--- src/rtl/div_unit.sv ---
// Iterative restoring divider for RISC-V DIV/DIVU/REM/REMU with start/busy/done handshake.
// One quotient bit per cycle; result and NZCV flags are registered at the FIX step.
module div_unit #(
    parameter int unsigned WIDTH = 32
) (
    input  logic             clk,
    input  logic             rst_n,
    input  logic             start,
    input  logic [1:0]       op,
    input  logic [WIDTH-1:0] DATA_A,
    input  logic [WIDTH-1:0] DATA_B,
    output logic             busy,
    output logic             done,
    output logic [WIDTH-1:0] OUT,
    output logic [3:0]       Flags
);

    localparam int unsigned CW = (WIDTH > 1) ? $clog2(WIDTH) : 1;
    localparam logic [CW-1:0] LastIter = CW'(WIDTH - 1);

    typedef enum logic [1:0] {StIdle, StCalc, StFix} state_e;

    state_e           state;
    logic [1:0]       op_q;
    logic [WIDTH-1:0] a_q;
    logic [WIDTH-1:0] dvd_q;   // dividend magnitude, becomes the quotient
    logic [WIDTH-1:0] dsr_q;
    logic [WIDTH:0]   rem_q;
    logic [CW-1:0]    cnt_q;
    logic             qsign_q;
    logic             rsign_q;
    logic             dz_q;
    logic             ovf_q;

    // Operand preparation at acceptance
    logic             is_signed;
    logic             sign_a;
    logic             sign_b;
    logic [WIDTH-1:0] mag_a;
    logic [WIDTH-1:0] mag_b;
    logic             div_zero;
    logic             overflow;

    always_comb begin
        is_signed = ~op[0];
        sign_a    = is_signed & DATA_A[WIDTH-1];
        sign_b    = is_signed & DATA_B[WIDTH-1];
        mag_a     = sign_a ? -DATA_A : DATA_A;
        mag_b     = sign_b ? -DATA_B : DATA_B;
        div_zero  = (DATA_B == '0);
        overflow  = is_signed && (DATA_A == {1'b1, {(WIDTH-1){1'b0}}}) && (DATA_B == '1);
    end

    // One restoring step; the extra remainder bit keeps the compare exact
    logic [WIDTH:0] rem_sh;
    logic [WIDTH:0] diff;
    logic           ge;

    always_comb begin
        rem_sh = {rem_q[WIDTH-1:0], dvd_q[WIDTH-1]};
        diff   = rem_sh - {1'b0, dsr_q};
        ge     = ~diff[WIDTH];
    end

    // Final result selection
    logic [WIDTH-1:0] raw_res;
    logic             neg_res;
    logic [WIDTH-1:0] fix_res;
    logic             fix_c;
    logic             fix_v;

    always_comb begin
        raw_res = op_q[1] ? rem_q[WIDTH-1:0] : dvd_q;
        neg_res = op_q[1] ? rsign_q : qsign_q;
        fix_res = neg_res ? -raw_res : raw_res;
        fix_c   = 1'b0;
        fix_v   = 1'b0;
        if (dz_q) begin
            fix_res = op_q[1] ? a_q : '1;
            fix_c   = 1'b1;
        end else if (ovf_q) begin
            fix_res = op_q[1] ? '0 : {1'b1, {(WIDTH-1){1'b0}}};
            fix_v   = 1'b1;
        end
    end

    always_ff @(posedge clk) begin
        if (!rst_n) begin
            state   <= StIdle;
            busy    <= 1'b0;
            done    <= 1'b0;
            OUT     <= '0;
            Flags   <= 4'b0100;
            op_q    <= 2'b00;
            a_q     <= '0;
            dvd_q   <= '0;
            dsr_q   <= '0;
            rem_q   <= '0;
            cnt_q   <= '0;
            qsign_q <= 1'b0;
            rsign_q <= 1'b0;
            dz_q    <= 1'b0;
            ovf_q   <= 1'b0;
        end else begin
            done <= 1'b0;
            unique case (state)
                StIdle: begin
                    if (start) begin
                        busy    <= 1'b1;
                        op_q    <= op;
                        a_q     <= DATA_A;
                        dvd_q   <= mag_a;
                        dsr_q   <= mag_b;
                        rem_q   <= '0;
                        cnt_q   <= '0;
                        qsign_q <= sign_a ^ sign_b;
                        rsign_q <= sign_a;
                        dz_q    <= div_zero;
                        ovf_q   <= overflow & ~div_zero;
                        state   <= (div_zero || overflow) ? StFix : StCalc;
                    end
                end
                StCalc: begin
                    rem_q <= ge ? diff : rem_sh;
                    dvd_q <= {dvd_q[WIDTH-2:0], ge};
                    cnt_q <= cnt_q + 1'b1;
                    if (cnt_q == LastIter) begin
                        state <= StFix;
                    end
                end
                StFix: begin
                    OUT   <= fix_res;
                    Flags <= {fix_res[WIDTH-1], fix_res == '0, fix_c, fix_v};
                    done  <= 1'b1;
                    busy  <= 1'b0;
                    state <= StIdle;
                end
                default: state <= StIdle;
            endcase
        end
    end

endmodule

--- config.mk ---
export PLATFORM = sky130hd
export DESIGN_NAME = div_unit
export DESIGN_NICKNAME = d
export VERILOG_FILES = /design/src/rtl/div_unit.sv
export SDC_FILE = /design/constraint.sdc
export NUM_CORES = 1
export LEC_CHECK = 0
export CORE_ASPECT_RATIO = 1.75
export CORE_UTILIZATION = 59
export CTS_CLUSTER_SIZE = 25
export DETAILED_ROUTE_END_ITERATION = 8
export PLACE_DENSITY = 0.82
export SKIP_LAST_GASP = 1
export SLEW_MARGIN = 0
export SYNTH_ARGS = -nofsm -noshare
export SYNTH_HDL_FRONTEND = slang
export SYNTH_SLANG_ARGS = --single-unit
--- constraint.sdc ---
create_clock -name clk -period 4.3 [get_ports clk]
set_input_delay 1.075 -clock clk [delete_from_list [all_inputs] [get_ports clk]]
set_output_delay 1.075 -clock clk [all_outputs]
set_load 0.02 [all_outputs]
==> metrics.yaml <==
cts_root_buffer: "sky130_fd_sc_hd__clkbuf_16"
endpoint_kind: "register"
detail_route.drc_violations: 0
synthCells: 1483
reg2reg_depth: 14
grt_setup_unrepaired: "no"
placed_area_sq_um: 13080
buffer_ports.inserted: 106
fmaxAchievable_mhz: 249.8
critPathMaxStageDelay_ns: 0.52
drt_pre_antenna_iters: 6
vias_per_cell: 6.295
timing.final.crit_share_pct: 93.11
clock_tree_sinks: 177
r2r_start: "dvd_q[31]"
drv_cap: 0
gr-usage-all-layers_pct: 33.47
layout_min_cycle_time_ns: 4.004
vdd.ir_drop.worst_mv: 0.2390
synthesis.yosys.warnings: 0
die-width_um: 108.7
fin_util_pct: 69.33
crit_slowest_cell: "sky130_fd_sc_hd__a41oi_1"
hold_bufs_at_cts: 0
area_occupied_by_multi_input_gates_sq_um: 7629
wire_length_of_the_first_global_routing_pass_mm: 54.01
critical_path.cell_chain: "inv_1 -> ha_1 -> inv_1 -> fa_1 -> a211oi_1 -> nor2_1 -> o211ai_1 -> nand4_1 -> a41oi_1 -> o2111ai_1 -> o311ai_4 -> buf_4 -> mux2i_1 -> o2bb2ai_1"
synth-edff-count: 0
cts_setup_buffers: 0
cp.required_ns: 4.59
result_of_the_run: "completed"
synth_ff_type: "sky130_fd_sc_hd__dfxtp_1"
layout-drive-gt1-share_pct: 6.573
hold_violations: 0
timing.final.setup_violations: 0
post_cts_resized: 0
post-synth-top-area-fraction_pct: 30.15
core_area_sq_um: 19650
ys_seq_area_share_pct: 30.15
min-delay-start: "a_q[10]"
final_nets: 1662
cts_htree_levels: 4
synth_area_per_cell_sq_um: 7.924
grt_overflow: 0
min_delay_worst_endpoint: "a_q[10]"
rrSetupSlack_ns: 0.30
proportion_of_synthesized_flip_flops_having_asynchronous_set_or_reset_pct: 0
gr-usage-met1_pct: 38.21
synthMostInstantiatedCell: "sky130_fd_sc_hd__nand2_1"
global_route.peak_usage_layer: "met2"
yosys.area.top_type: "sky130_fd_sc_hd__dfxtp_1"
initial_utilization_pct: 59.79
seq_area_sq_um: 3545
largest_net_degree_at_the_start_of_global_routing: 82
total_leakage_power_nw: 5.333
synth_area_sq_um: 11750
final_std_cell_area_no_fill_sq_um: 13630
synth_cell_type_count: 78
hold_path.class: "register to register"
cts_tree: "built"
criticalPathCategory: "register to register"
regToRegEndpoint: "rem_q[27]"
critical_path.max_fanout: 14
whs_path_depth: 2
pwr_density_cell_nw_per_um2: 308.0
synth.cells.most_frequent: "sky130_fd_sc_hd__nand2_1 (217), sky130_fd_sc_hd__dfxtp_1 (177), sky130_fd_sc_hd__o21ai_0 (109)"
setup_tns_ns: 0
pre_cts_slack_ns: 0.07833
flops_latches_synth: 177
syn-num-nets: 1591
nFillCells: 1606
worst_slack_ns: 0.2963
critical_path.startpoint_type: "register"
clock_latency_ns: 0.44
initial_antenna_violation_count: 0
rows: 68
via_count: 11406
clock_path_buffers: 2
place_hpwl_mm: 24.69
gp_routability_congestion: 0.9527
num_antenna_cells: 0
drt_wl_total_mm: 33.50
routed_wire_length_per_instance_um: 18.49
grt_pass1_vias: 11057
critPathMostFrequentCell: "sky130_fd_sc_hd__inv_1"
route.antenna.remaining_nets: 0
grt_util_met2_pct: 58.03
cts.clk_slew.worst_paths_ns: 0.07
ys_top_cells_by_area: "sky130_fd_sc_hd__dfxtp_1 (30%), sky130_fd_sc_hd__nand2_1 (6.9%), sky130_fd_sc_hd__mux2i_1 (5.0%), sky130_fd_sc_hd__xnor2_1 (4.8%), sky130_fd_sc_hd__o21ai_0 (4.6%)"
syn2layout_area_growth_pct: 15.96
die_area_sq_um: 20510
finalClockSkew_ns: 0.01188
timing.critical_path.arrival_ns: 4.30
use_met3_pct: 4.462
pin_count: 107
timing_worst_slew_pin_value_ns: 1.160
tritoncts.num_buffers: 17
worst_slew_margin_rel_pct: 22.39
report.final.slew_viol_count: 0
detail_route.iter0.violations: 838
die_height_um: 188.7
[how the worst max path moves through the flow]
| stage | slack, ns | startpoint | cells after the start | to |
|---|---|---|---|---|
| after global placement | 0.08 | DATA_A[8] | 11 | dvd_q[30] |
| final | 0.30 | dvd_q[31] | 14 | rem_q[27] |
| after detailed placement | 0.08 | DATA_A[8] | 11 | dvd_q[28] |
| after global routing | 0.02 | dvd_q[31] | 14 | rem_q[23] |
| after CTS | 0.31 | dvd_q[31] | 14 | rem_q[27] |
| after floorplan | 0.74 | op_q[1] | 14 | Flags[2] |
[metal layers]
metal	vias up	routed length [um]
li1	5485	-
met1	5352	13170
met2	456	16750
met5	-	0
met3	113	1801
met4	0	1778
[worst max-delay path, delay by kind of cell, from the launching register on]
kind | cells | cell delay [ns]
simple gates | 2 | 0.42
compound gates | 6 | 1.72
buf+inv | 3 | 0.54
mux | 1 | 0.22
fa+ha+maj | 2 | 0.63
flops | 1 | 0.32
[final cells by class]
cell class / count / area share [%]
clock buffer: 17 / 3.122
clock inverter: 15 / 0.9090
inverter: 61 / 1.680
multi-input combinational: 1153 / 55.98
sequential: 177 / 26.01
tap: 245 / 2.250
timing repair buffer: 144 / 10.04
[per-stage QoR]
stage | std cells | hold WS [ns] | power (mW)
3_3_place_gp | 1780 | 0.4463 | 2.709
4_1_cts | 1812 | 0.4638 | 4.192
2_1_floorplan | 1483 | 0.4383 | 2.429
6_report | 1812 | 0.4621 | 4.198
3_5_place_dp | 1780 | 0.4546 | 2.727
5_1_grt | 1812 | 0.4928 | 4.373
[logic make-up after synthesis]
kind of cell	synth area share, %
multiplexers	5.601
buffers and inverters	5.143
adder cells (fa/ha/maj)	4.216
AND/OR/NAND/NOR	21.10
AO/OA/AOI/OAI	25.73
XOR/XNOR	8.049
flip-flops	30.15
[layout by cell type, fill, tap and decap left out, types with 16 or more instances in the layout]
cell                                n
sky130_fd_sc_hd__nor3_1            43
sky130_fd_sc_hd__a21boi_0          65
sky130_fd_sc_hd__xor2_1            43
sky130_fd_sc_hd__nand4_1           16
sky130_fd_sc_hd__xnor2_1           65
sky130_fd_sc_hd__o211a_1           38
sky130_fd_sc_hd__o21ai_0          109
sky130_fd_sc_hd__buf_4             37
sky130_fd_sc_hd__nand2_1          217
sky130_fd_sc_hd__nor2_1            82
sky130_fd_sc_hd__o31ai_1           24
sky130_fd_sc_hd__a21oi_1           61
sky130_fd_sc_hd__clkdlybuf4s50_1  105
sky130_fd_sc_hd__clkbuf_16         17
sky130_fd_sc_hd__inv_1             61
sky130_fd_sc_hd__mux2i_1           59
sky130_fd_sc_hd__dfxtp_1          176
sky130_fd_sc_hd__nor2b_1           38
sky130_fd_sc_hd__nand3_1           16
sky130_fd_sc_hd__ha_1              38
sky130_fd_sc_hd__a222oi_1          23
[sequential cells by signal, summed over array words and instances, names as in the netlist]
| name | count |
|---|---|
| Flags | 3 |
| OUT | 32 |
| a_q | 32 |
| busy | 1 |
| cnt_q | 5 |
| done | 1 |
| dsr_q | 32 |
| dvd_q | 32 |
| dz_q | 1 |
| op_q | 1 |
| ovf_q | 1 |
| qsign_q | 1 |
| rem_q | 32 |
| rsign_q | 1 |
| state | 2 |
[power by group]
| group | internal (mW) | total (mW) | switching (mW) |
|---|---|---|---|
| logic | 0.391 | 0.942 | 0.551 |
| registers | 1.71 | 1.77 | 0.0581 |
| clock network | 0.754 | 1.48 | 0.730 |
| total | 2.86 | 4.20 | 1.34 |
(Power assumes the default switching activity.)
